<file path="src/rtl/arbiter_rr_burst.sv">
// -----------------------------------------------------------------------------
// arbiter_rr_burst
//
// N-requester round-robin arbiter with per-grant transaction locking. A granted
// requester keeps the grant until it flags the last beat of its transaction
// (req & last) or abandons it (req low). The grant then moves at that same
// edge to the next requester in round-robin order, so there is no idle cycle
// between back-to-back transactions.
//
// Optional feature macro: ARB_WEIGHT_EN
//   When defined, a weight port is present. Requester g may win up to
//   max(weight[g],1) consecutive transactions before the pointer moves on.
//   When undefined, every requester behaves as if its weight were 1.
//
// Parameters:
//   N   number of requesters (2..16)
//   IW  width of gnt_id ($clog2(N))
//   WW  width of one weight field
//
// Ports:
//   clk     in   clock, rising edge
//   rst     in   asynchronous active-high reset
//   req     in   [N]     per-requester request, held until served
//   last    in   [N]     last beat flag, only looked at for the granted bit
//   weight  in   [N*WW]  requester i weight in [i*WW +: WW] (ARB_WEIGHT_EN)
//   gnt     out  [N]     registered one-hot grant, or all zero
//   gnt_id  out  [IW]    index of granted requester, held while gnt is zero
//   busy    out          registered copy of |gnt
// -----------------------------------------------------------------------------
module arbiter_rr_burst #(
    parameter int N  = 4,
    parameter int IW = $clog2(N),
    parameter int WW = 3
) (
    input  logic            clk,
    input  logic            rst,
    input  logic [N-1:0]    req,
    input  logic [N-1:0]    last,
`ifdef ARB_WEIGHT_EN
    input  logic [N*WW-1:0] weight,
`endif
    output logic [N-1:0]    gnt,
    output logic [IW-1:0]   gnt_id,
    output logic            busy
);

    typedef enum logic [0:0] {
        ST_IDLE  = 1'b0,
        ST_GRANT = 1'b1
    } state_e;

    // First set bit of mask scanning base, base+1, ... modulo N.
    function automatic logic [IW-1:0] pick_winner(input logic [N-1:0]  mask,
                                                  input logic [IW-1:0] base);
        logic [IW-1:0] res;
        logic          found;
        int            idx;
        res   = base;
        found = 1'b0;
        for (int i = 0; i < N; i++) begin
            idx = int'(base) + i;
            if (idx >= N) begin
                idx = idx - N;
            end else begin
                idx = idx;
            end
            if (!found && mask[IW'(idx)]) begin
                res   = IW'(idx);
                found = 1'b1;
            end else begin
                found = found;
            end
        end
        return res;
    endfunction

    function automatic logic [N-1:0] onehot(input logic [IW-1:0] idx);
        logic [N-1:0] v;
        v      = {N{1'b0}};
        v[idx] = 1'b1;
        return v;
    endfunction

    // Successor index modulo N.
    function automatic logic [IW-1:0] next_idx(input logic [IW-1:0] idx);
        logic [IW-1:0] r;
        if (idx == IW'(N - 1)) begin
            r = {IW{1'b0}};
        end else begin
            r = idx + IW'(1);
        end
        return r;
    endfunction

    state_e        state_q,  state_d;
    logic [N-1:0]  gnt_q,    gnt_d;
    logic [IW-1:0] gnt_id_q, gnt_id_d;
    logic [IW-1:0] ptr_q,    ptr_d;
    logic          busy_q,   busy_d;

    logic [WW-1:0] cred_cur_s;   // credits used by current holder
    logic [WW-1:0] w_eff_s;      // effective weight of current holder

`ifdef ARB_WEIGHT_EN
    logic [WW-1:0] cred_q, cred_d;
    logic [WW-1:0] w_raw_s;

    assign cred_cur_s = cred_q;
    assign w_raw_s    = weight[gnt_id_q*WW +: WW];
    // A zero weight still entitles the holder to one transaction.
    assign w_eff_s    = (w_raw_s == {WW{1'b0}}) ? {{(WW-1){1'b0}}, 1'b1} : w_raw_s;
`else
    assign cred_cur_s = {WW{1'b0}};
    assign w_eff_s    = {{(WW-1){1'b0}}, 1'b1};
`endif

    logic          req_g_s;
    logic          last_g_s;
    logic          release_s;
    logic          stay_s;
    logic [IW-1:0] ptr_rel_s;
    logic [N-1:0]  mask_oth_s;
    logic [N-1:0]  mask_rel_s;
    logic [IW-1:0] win_rel_s;
    logic [IW-1:0] win_idle_s;

    assign req_g_s    = req[gnt_id_q];
    assign last_g_s   = last[gnt_id_q];
    assign release_s  = !req_g_s || last_g_s;
    // Holder keeps priority while it still requests and has credits left;
    // compared one bit wider so cred+1 cannot wrap.
    assign stay_s     = req_g_s &&
                        (({1'b0, cred_cur_s} + {{WW{1'b0}}, 1'b1}) < {1'b0, w_eff_s});
    assign ptr_rel_s  = stay_s ? gnt_id_q : next_idx(gnt_id_q);
    assign mask_oth_s = req & ~onehot(gnt_id_q);
    // Holder is excluded unless staying, or unless nobody else is asking,
    // in which case it is re-granted without a gap.
    assign mask_rel_s = stay_s                       ? req        :
                        (mask_oth_s != {N{1'b0}})    ? mask_oth_s : req;
    assign win_rel_s  = pick_winner(mask_rel_s, ptr_rel_s);
    assign win_idle_s = pick_winner(req, ptr_q);

    // Next-state, grant and pointer computation.
    always_comb begin
        state_d  = state_q;
        gnt_d    = gnt_q;
        gnt_id_d = gnt_id_q;
        ptr_d    = ptr_q;
`ifdef ARB_WEIGHT_EN
        cred_d   = cred_q;
`endif
        case (state_q)
            ST_IDLE: begin
                if (req != {N{1'b0}}) begin
                    gnt_d    = onehot(win_idle_s);
                    gnt_id_d = win_idle_s;
                    state_d  = ST_GRANT;
`ifdef ARB_WEIGHT_EN
                    cred_d   = {WW{1'b0}};
`endif
                end else begin
                    gnt_d    = {N{1'b0}};
                    state_d  = ST_IDLE;
                end
            end
            ST_GRANT: begin
                if (release_s) begin
                    ptr_d = ptr_rel_s;
                    if (mask_rel_s != {N{1'b0}}) begin
                        gnt_d    = onehot(win_rel_s);
                        gnt_id_d = win_rel_s;
                        state_d  = ST_GRANT;
`ifdef ARB_WEIGHT_EN
                        if (win_rel_s == gnt_id_q) begin
                            cred_d = cred_q + {{(WW-1){1'b0}}, 1'b1};
                        end else begin
                            cred_d = {WW{1'b0}};
                        end
`endif
                    end else begin
                        gnt_d    = {N{1'b0}};
                        state_d  = ST_IDLE;
`ifdef ARB_WEIGHT_EN
                        cred_d   = {WW{1'b0}};
`endif
                    end
                end else begin
                    gnt_d   = gnt_q;
                    state_d = ST_GRANT;
                end
            end
            default: begin
                gnt_d   = {N{1'b0}};
                state_d = ST_IDLE;
            end
        endcase
        busy_d = |gnt_d;
    end

    // State and output registers with asynchronous reset.
    always_ff @(posedge clk or posedge rst) begin
        if (rst) begin
            state_q  <= ST_IDLE;
            gnt_q    <= {N{1'b0}};
            gnt_id_q <= {IW{1'b0}};
            ptr_q    <= {IW{1'b0}};
            busy_q   <= 1'b0;
        end else begin
            state_q  <= state_d;
            gnt_q    <= gnt_d;
            gnt_id_q <= gnt_id_d;
            ptr_q    <= ptr_d;
            busy_q   <= busy_d;
        end
    end

`ifdef ARB_WEIGHT_EN
    // Credit counter for consecutive wins of the current holder.
    always_ff @(posedge clk or posedge rst) begin
        if (rst) begin
            cred_q <= {WW{1'b0}};
        end else begin
            cred_q <= cred_d;
        end
    end
`endif

    assign gnt    = gnt_q;
    assign gnt_id = gnt_id_q;
    assign busy   = busy_q;

endmodule

</file>
<file path="config.mk">
export PLATFORM = sky130hd
export DESIGN_NAME = arbiter_rr_burst
export DESIGN_NICKNAME = d
export VERILOG_FILES = /design/src/rtl/arbiter_rr_burst.sv
export SDC_FILE = /design/constraint.sdc
export NUM_CORES = 1
export LEC_CHECK = 0
export BUFFER_PORTS_ARGS = -buffer_cell sky130_fd_sc_hd__buf_2
export CORE_MARGIN = 2
export CORE_UTILIZATION = 59
export CTS_CLUSTER_SIZE = 28
export DETAILED_ROUTE_END_ITERATION = 10
export PLACE_DENSITY = 0.8
export SLEW_MARGIN = 20
export SYNTH_ARGS = -nofsm -noshare
export SYNTH_HDL_FRONTEND = slang
export SYNTH_SLANG_ARGS = --single-unit
</file>
<file path="constraint.sdc">
create_clock -name clk -period 6.09 [get_ports clk]
set_input_delay 0.609 -clock clk [delete_from_list [all_inputs] [get_ports clk]]
set_output_delay 0.609 -clock clk [all_outputs]
set_load 0.05 [all_outputs]
</file>
==> reports/metrics.csv, run 1 <==
metric,value,unit
longest_clk_path_bufs,2,
cts_repair_resize_count,0,
final_max_slew_viol_count,0,
yosys_most_used_dff,dfrtp_1,
max_slew.worst_pin.slew,0.762,ns
post_synth_inst_count,124,
crit_slowest_cell,or2_0,
die_height,45.8,µm
grt.total_usage,25.3,%
critPathMaxFanout,12,
synth_enable_flop_cells,0,
cp_cell_sequence,"ha_1, or2_0, a31oi_1, or4_1, mux2i_1, a31oi_1, o31ai_1",
clk_pwr_share,8.4,%
gr-total-overflow,0,
final_hold_viol_count,0,
critPathLaunch,gnt_id[0],
timing.critical_path.mode_cell,a31oi_1,
max_clock_freq,0.345,GHz
layout-drive-gt1-share,25.2,%
antenna_found_initial,0,
floorplan.initialDensity,60.9,%
fin_tns_setup,0,ns
num_vias,1008,
post-cts-setup-buffers,0,
worst_setup_hold_path_clk_slew,0.07,ns
worst_case_clock_skew,0.00661,ns
num_antenna_cells,0,
syn_to_final_growth,8.88,%
cp.buffers_inverters,0,
leakage,0.490,nW
worst_hold_path_type,primary input to asynchronous set/reset pin,
num_rows,15,
cts_inserted_buffers,3,
avgViaCountPerCell,6.46,
synth.yosys.warnings,0,
gp_routability_congestion,0.834,
crit_arrival,3.08,ns
syn-cell-area,0.00103,mm²
wire_length_of_the_first_global_routing_pass,3.86,mm
tritoncts,done,
final.period_utilization,47.6,%
startpoint_kind_of_the_worst_setup_timing_path,flip-flop,
met2_length,1.21,mm
synthDistinctLibCells,49,
worst_r2r_startpoint,gnt_id[0],
required,6.27,ns
fp.coreArea,0.00169,mm²
total_internal_power,0.335,mW
max_stage_delay,0.58,ns
largest_net_degree_at_the_start_of_global_routing,13,
die_area,0.00209,mm²
route.detailed.wl_per_inst,15.2,µm
worst_ir_drop_vdd,0.000392,V
cts.sink_count,10,
clock_tree.htree_level_count,1,
result_of_the_run,"complete, no violations",
final_cell_area,0.00112,mm²
asyncSetResetFlopFracSynth,100,%
detailedRoute.firstIterationViolations,40,
avgSynthCellArea,8.29,µm²
power.combinational.fraction,73.7,%
detailed_place_hpwl,1.82,mm
clock_period_minus_final_worst_setup_slack,2.90,ns
power,0.722,mW
proportion_of_total_power_due_to_net_switching,53.7,%
drv_cap,0,
metal3_wl,97,µm
final_antenna_violating_net_count,0,
fill_cells,142,
endpoint_kind,flip-flop,
placement.cell_area,0.00108,mm²
uppermost_metal_layer_occupied_by_signal_nets,met4,
grt_pass1_vias,890,
wire_length_the_detailed_router_placed_on_met1,1.06,mm
crit_family,simple AND/OR/NAND/NOR gates,
number_of_detailed_route_iterations_in_the_first_pass,4,
clk_latency,0.27,ns
seq_power_share,17.9,%
postSynthRegisterBits,10,
grt_setup_unrepaired,no,
routed_wirelength,2.37,mm
critical_path_class,flip-flop to flip-flop,
synth_fp_nets,138,
switching_power,0.388,mW
finalNetCount,154,
setup_viol,0,
cellPowerDensity,645,mW/mm²
cts_hold_repair.buffers,0,
io_buffers,16,
num_io_pins,17,
max_slew_margin,48.7,%
drc_errors,0,
floorplan.die.width,45.8,µm
cts_root_buffer,clkbuf_4,
synth.yosys.seq_area_share,24.3,%
==> metal layers <==
layer,track usage [%],vias to the layer above
met5,0,-
met2,43.7,34
met1,33.7,473
li1,-,499
met4,6.86,0
met3,2.38,2
==> synth_stat cells, types with 2 or more instances <==
cell | n | area, µm²
a21oi_1 | 10 | 50.1
dfrtp_1 | 10 | 250
nand2_1 | 10 | 37.5
inv_1 | 8 | 30.0
nor2_1 | 7 | 26.3
o21ai_0 | 7 | 35.0
o31ai_1 | 7 | 52.6
ha_1 | 4 | 50.1
nor2b_1 | 4 | 25.0
a31oi_1 | 3 | 18.8
buf_6 | 3 | 33.8
nand2b_1 | 3 | 18.8
nand3_1 | 3 | 15.0
o221ai_1 | 3 | 26.3
and2b_2 | 2 | 17.5
and3_1 | 2 | 12.5
mux2i_1 | 2 | 20.0
nand4_1 | 2 | 12.5
nor3_1 | 2 | 10.0
nor4_1 | 2 | 12.5
o22a_2 | 2 | 20.0
==> path summary, 6_finish.rpt <==
path / to / slack [ns] / cells past startpoint
setup reg to reg: gnt[3] / 3.19 / 7
hold / removal: busy / 0.29 / 2
max in group asynchronous: gnt_id[0] / 5.53 / 2
hold reg to reg: gnt[1] / 0.53 / 2
setup / recovery: gnt[3] / 3.19 / 7
min in group clk: gnt[1] / 0.53 / 2
==> power groups by stage <==
stage / clock (mW) / sequential [mW] / combinational, mW
after floorplan: 0 / 0.187 / 0.384
after global placement: 0 / 0.128 / 0.512
after detailed placement: 0 / 0.130 / 0.526
after CTS: 0.0605 / 0.129 / 0.529
after global routing: 0.0646 / 0.135 / 0.582
final: 0.0605 / 0.129 / 0.533
==> per-stage QoR <==
stage	setup WS (ns)	instances	util [%]	hold slack, ns
after floorplan	3.43	124	-	0.449
after global placement	3.41	152	64.1	0.510
after detailed placement	3.23	152	64.1	0.511
after CTS	3.20	156	66.3	0.308
after global routing	3.03	156	66.3	0.323
final	3.19	156	66.3	0.291
==> cells by family (layout without fill, tap and decap cells) <==
family,after synthesis,count (layout),synth area share (%)
AOI/OAI and AO/OA,45,45,32.2
DFF,10,10,24.3
buffers and inverters,13,28,7.42
adders and majority gates,4,4,4.87
muxes,2,2,1.95
xor gates and xnor gates,2,2,2.43
and+or+nand+nor,48,48,26.8
==> sequential cells by signal, indices dropped and copies added, names as in the netlist <==
signal / count
busy: 1
ptr_q: 2
state_q: 1
gnt: 4
gnt_id: 2
==> cell usage in the layout, fill, tap and decap left out, drive strengths merged, types with 3 or more instances in the layout <==
cell     n
a21oi   10
a31oi    3
and2b    4
buf     16
clkbuf   4
dfrtp   10
ha       4
inv      8
nand2   10
nand2b   4
nand3    3
nor2     8
nor2b    4
o21ai    7
o221ai   3
o31ai    7
==> cell type report <==
type | count | area [µm²] | share of cell area [%]
repair buffers | 16 | 80.1 | 7.15
flip-flops and latches | 10 | 250 | 22.3
clock buffers | 4 | 36.3 | 3.24
multi-input cells | 101 | 702 | 62.7
inverters | 8 | 30.0 | 2.68
well taps | 17 | 21.3 | 1.90
No activity file was read; power rests on OpenSTA's default activity.
==> run 2: changes to the inputs <==
Settings changed: CORE_UTILIZATION 59 to 50, PLACE_DENSITY 0.8 to 0.72.
Clock period 6.09 ns to 2.5 ns, I/O delays scaled along.
==> run 2 against run 1 <==
  * Via count rose by 12%
  * Worst hold slack improved by 0.21 ns
  * Largest power group unchanged
  * Global-route usage fell by 2.0 points
  * Flip-flop and latch count did not move
  * Highest routed layer unchanged
  * First-iteration DRC count fell by 28%
==> reports/metrics.csv, run 2 (synthesis gave the netlist of run 1 again) <==
metric,value,unit
io_buffers,16,
antenna_found_initial,0,
crit_slowest_cell,or4_4,
die_area,0.00244,mm²
fin_tns_setup,0,ns
mostFrequentLayoutCells,"buf_2, nand2_1, a21oi_1, buf_4, dfrtp_1",
final.period_utilization,96.7,%
switching_power,1.13,mW
drv_cap,0,
die_height,49.4,µm
num_rows,16,
max_slew.worst_pin.slew,0.515,ns
fp.coreArea,0.00194,mm²
total_internal_power,1.05,mW
gr-total-overflow,0,
cp_cell_sequence,"inv_2, ha_4, and2b_2, o21ai_4, nand3_1, or4_4, mux2i_4, a31oi_2, o31ai_1",
clk_latency,0.27,ns
cellPowerDensity,1580,mW/mm²
syn_to_final_growth,33.9,%
crit_arrival,2.59,ns
rr_worst_depth,9,
leakage,0.565,nW
gp_routability_congestion,0.863,
worst_case_clock_skew,0.00981,ns
longest_clk_path_bufs,2,
largest_net_degree_at_the_start_of_global_routing,12,
largest_reg_flops,4,
clock_period_minus_final_worst_setup_slack,2.42,ns
detailedRoute.firstIterationViolations,29,
required,2.67,ns
clk_pwr_share,5.0,%
worst_hold_path_type,primary input to asynchronous set/reset pin,
finalNetCount,166,
wire_length_of_the_first_global_routing_pass,4.43,mm
cts.sink_count,10,
number_of_detailed_route_iterations_in_the_first_pass,4,
startpoint_kind_of_the_worst_setup_timing_path,flip-flop,
seq_power_share,14.6,%
floorplan.die.width,49.4,µm
final-seq-area,253,µm²
clock_tree.htree_level_count,1,
setup_viol,0,
fill_cells,159,
layout-drive-gt1-share,44.7,%
crit_family,simple AND/OR/NAND/NOR gates,
grt_pass1_vias,985,
max_clock_freq,0.414,GHz
cp.buffers_inverters,1,
route.detailed.wl_per_inst,16.8,µm
endpoint_kind,flip-flop,
num_vias,1129,
max_slew_margin,65.6,%
grt.total_usage,23.3,%
critPathMaxFanout,5,
num_io_pins,17,
detailed_place_hpwl,2.02,mm
num_antenna_cells,0,
tritoncts,done,
final_hold_viol_count,0,
max_stage_delay,0.55,ns
cts_root_buffer,clkbuf_4,
proportion_of_total_power_due_to_net_switching,51.9,%
floorplan.initialDensity,53.0,%
final_common_cell,buf_2,
worst_ir_drop_vdd,0.00112,V
drc_errors,0,
final_max_slew_viol_count,0,
cts_inserted_buffers,3,
critical_path_class,flip-flop to flip-flop,
cp.depth,9,
avgViaCountPerCell,6.38,
final_antenna_violating_net_count,0,
multiInputGateArea,858,µm²
post-route-util,70.9,%
routed_wirelength,2.98,mm
power.combinational.fraction,80.3,%
result_of_the_run,"complete, no violations",
worst_setup_hold_path_clk_slew,0.07,ns
## run 2: final cells by class
cell class	instances	share of cell area [%]
Clock buffer	3	1.63
Timing Repair Buffer	28	13.1
Inverter	8	2.18
Tap cell	27	2.45
Sequential cell	10	18.3
Multi-Input combinational cell	101	62.3
## run 2: worst reg2reg max path: stages, from the launching register on
cell and delay, ns:
dfrtp_2 0.45, inv_2 0.11, ha_4 0.16, and2b_2 0.26
o21ai_4 0.18, nand3_1 0.11, or4_4 0.55, mux2i_4 0.18
a31oi_2 0.07, o31ai_1 0.23
## run 2: routing by layer
layer	part of all wire, %	GRT usage (%)	wire [µm]	vias up
li1	-	-	-	521
met5	0	0	0	-
met3	7.0	4.91	208	6
met1	41	29.2	1240	548
met4	0.81	2.86	24	0
met2	51	41.9	1510	54
## run 2: power by group through the flow
stage	sequential [mW]	combinational, mW	clock, mW
floorplan	0.460	0.964	0
detailed placement	0.308	1.41	0
CTS	0.306	1.42	0.110
global placement	0.303	1.39	0
finish	0.319	1.75	0.110
global route	0.330	1.86	0.119
## run 2: final timing paths
| path | to | start | slack (ns) |
|---|---|---|---|
| setup reg to reg | gnt[2] | gnt_id[0] | 0.08 |
| min in group clk | state_q | req[2] | 0.52 |
| hold reg to reg | gnt[1] | gnt[1] | 0.53 |
| hold / removal | ptr_q[1] | rst | 0.50 |
| max in group asynchronous | gnt_id[1] | rst | 1.69 |
| setup / recovery | gnt[2] | gnt_id[0] | 0.08 |
## run 2: metrics by stage
step | setup WS [ns] | cells | total power [mW] | cell area (µm²) | hold WS [ns]
floorplan | 0.0418 | 124 | 1.42 | 1040 | 0.0900
global placement | 0.133 | 168 | 1.69 | 1160 | 0.235
detailed placement | 0.0285 | 168 | 1.72 | 1160 | 0.248
CTS | 0.0569 | 172 | 1.84 | 1190 | 0.480
global route | -0.0303 | 177 | 2.31 | 1380 | 0.545
finish | 0.0825 | 177 | 2.18 | 1380 | 0.497
## run 2: repair_timing
action,CTS,global route
resized for setup,1,31
pin swaps,0,12
hold endpoints to repair,10,0
hold buffers,1,0
setup buffers,0,5
endpoints found under the setup margin,1,6
==> run 3: changes to the inputs <==
Settings changed: CTS_CLUSTER_DIAMETER set to 60, GPL_TIMING_DRIVEN set to 0.
Clock period 2.5 ns to 2 ns, I/O delays scaled along.
==> run 3 against run 2 <==
  * The run now ends with setup timing left
  * Sequential power rose by 24%
  * Via count rose by 9.6%
  * Clock-buffer cell count rose by 1
  * Wire length rose by 16%
  * Worst hold slack got worse by 0.19 ns
  * Core utilization rose by 9.1 points
  * Global-route usage rose by 4.3 points
  * Largest power group unchanged
==> reports/metrics.csv, run 3 (synthesis gave the netlist of run 1 again) <==
metric,value,unit
clk_latency,0.28,ns
critical_path_class,flip-flop to flip-flop,
cts_inserted_buffers,3,
max_clock_freq,0.393,GHz
final_cell_area,0.00155,mm²
largest_reg_flops,4,
layout-drive-gt1-share,52.4,%
timing.hold.worst_path_depth,3,
syn_to_final_growth,51.1,%
hp-start,req[1],
total_internal_power,1.66,mW
die_area,0.00244,mm²
max_stage_delay,0.56,ns
route.detailed.wl_per_inst,17.9,µm
largest_net_degree_at_the_start_of_global_routing,11,
result_of_the_run,"finished, violations left",
cellPowerDensity,2100,mW/mm²
critPathMaxFanout,6,
number_of_detailed_route_iterations_in_the_first_pass,4,
placement.cell_area,0.00123,mm²
cp_cell_sequence,"buf_12, ha_4, nor2_4, mux2i_4, a31oi_2, or4_4, mux2i_2, a31oi_4, buf_4, a21oi_2",
clk_pwr_share,5.8,%
gp_routability_congestion,0.853,
fill_cells,122,
cts_root_buffer,clkbuf_4,
cp.buffers_inverters,2,
clock_period_minus_final_worst_setup_slack,2.55,ns
final_max_slew_viol_count,0,
worst_ir_drop_vdd,0.00182,V
grt.total_usage,27.7,%
num_io_pins,17,
finalNetCount,181,
num_vias,1237,
io_buffers,14,
worst_r2r_endpoint,gnt_id[1],
post_layout_nonfiller_instances,193,
crit_family,simple AND/OR/NAND/NOR gates,
grt_setup_unrepaired,yes,
required,2.21,ns
worst_r2r_startpoint,gnt_id[0],
timing.reg2reg.setup_slack,-0.55,ns
final.period_utilization,127,%
routed_wirelength,3.45,mm
worst_hold_path_type,primary input to flip-flop,
switching_power,1.60,mW
grt_pass1_vias,1094,
fp.coreArea,0.00194,mm²
final_hold_viol_count,0,
num_rows,16,
rr_worst_depth,10,
floorplan.initialDensity,53.0,%
worst_case_clock_skew,0.0138,ns
tritoncts,done,
cp.depth,10,
floorplan.die.width,49.4,µm
mostFrequentLayoutCells,"buf_4, buf_2, nand2_1",
num_antenna_cells,0,
violations,setup timing,
leakage,0.654,nW
startpoint_kind_of_the_worst_setup_timing_path,flip-flop,
wire_length_of_the_first_global_routing_pass,5.13,mm
crit_slowest_cell,or4_4,
worst_setup_hold_path_clk_slew,0.08,ns
endpoint_kind,flip-flop,
final_antenna_violating_net_count,0,
final_common_cell,buf_4,
gr-total-overflow,0,
power.combinational.fraction,82.0,%
avgViaCountPerCell,6.41,
longest_clk_path_bufs,2,
setup_viol,6,
crit_arrival,2.76,ns
antenna_found_initial,0,
drc_errors,0,
max_slew.worst_pin.slew,0.913,ns
cts.sink_count,10,
detailed_place_hpwl,1.93,mm
clock_tree.htree_level_count,1,
seq_power_share,12.1,%
die_height,49.4,µm
layout_setup_ws,-0.545,ns
drv_cap,0,
max_slew_margin,38.6,%
numPlacedInstances,165,
proportion_of_total_power_due_to_net_switching,49.1,%
detailedRoute.firstIterationViolations,54,
timing.hold.worst_endpoint,state_q,
-- run 3: timing repair --
action / 4_1_cts / 5_1_grt
pin swaps: 11 / 2
hold buffers: 1 / 0
setup buffers: 20 / 3
gates cloned: 0 / 0
gates resized for setup: 9 / 11
setup endpoints to repair: 6 / 6
hold endpoints to repair: 10 / 0
-- run 3: stage by stage --
step	total power, mW	hold WS (ns)	utilization [%]	TNS (ns)	worst slack (ns)
2_1_floorplan	1.93	0.0401	-	-2.15	-0.419
3_3_place_gp	2.25	0.184	63.2	-2.68	-0.564
3_5_place_dp	2.28	0.191	63.2	-2.72	-0.546
4_1_cts	2.93	0.282	76.2	-2.47	-0.465
5_1_grt	3.44	0.317	80.0	-3.40	-0.614
6_report	3.26	0.308	80.0	-2.96	-0.545
-- run 3: layout make-up --
type | count | area (µm²) | area share, %
Buffer | 5 | 46.3 | 2.98
Clock buffer | 4 | 36.3 | 2.33
Inverter | 8 | 35.0 | 2.25
Multi-Input combinational cell | 101 | 878 | 56.5
Sequential cell | 10 | 255 | 16.4
Tap cell | 27 | 33.8 | 2.17
Timing Repair Buffer | 38 | 269 | 17.3
-- run 3: how the worst max path moves through the flow --
stage | slack, ns | to | from
floorplan | -0.42 | gnt[3] | gnt_id[0]
global placement | -0.56 | gnt[3] | gnt_id[1]
detailed placement | -0.55 | gnt[3] | gnt_id[1]
CTS | -0.46 | gnt[2] | gnt_id[0]
global route | -0.61 | gnt_id[1] | gnt_id[0]
finish | -0.55 | gnt_id[1] | gnt_id[0]
-- run 3: per-layer routing --
layer	vias up	GRT usage [%]	share of wire (%)
met4	0	4.29	2.8
met5	-	0	0
li1	554	-	-
met1	604	35.4	40
met2	63	48.6	51
met3	16	5.52	6.5
-- run 3: tightest hold or removal path, stage by stage --
cell	delay, ns
buf_6	0.11
nor4_1	0.12
inv_1	0.10
-- run 3: power by group through the flow --
stage	logic, mW	registers (mW)	clock network, mW
final	2.67	0.395	0.190
after global routing	2.84	0.403	0.202
after CTS	2.36	0.387	0.186
after detailed placement	1.87	0.407	0
after global placement	1.85	0.405	0
after floorplan	1.33	0.596	0
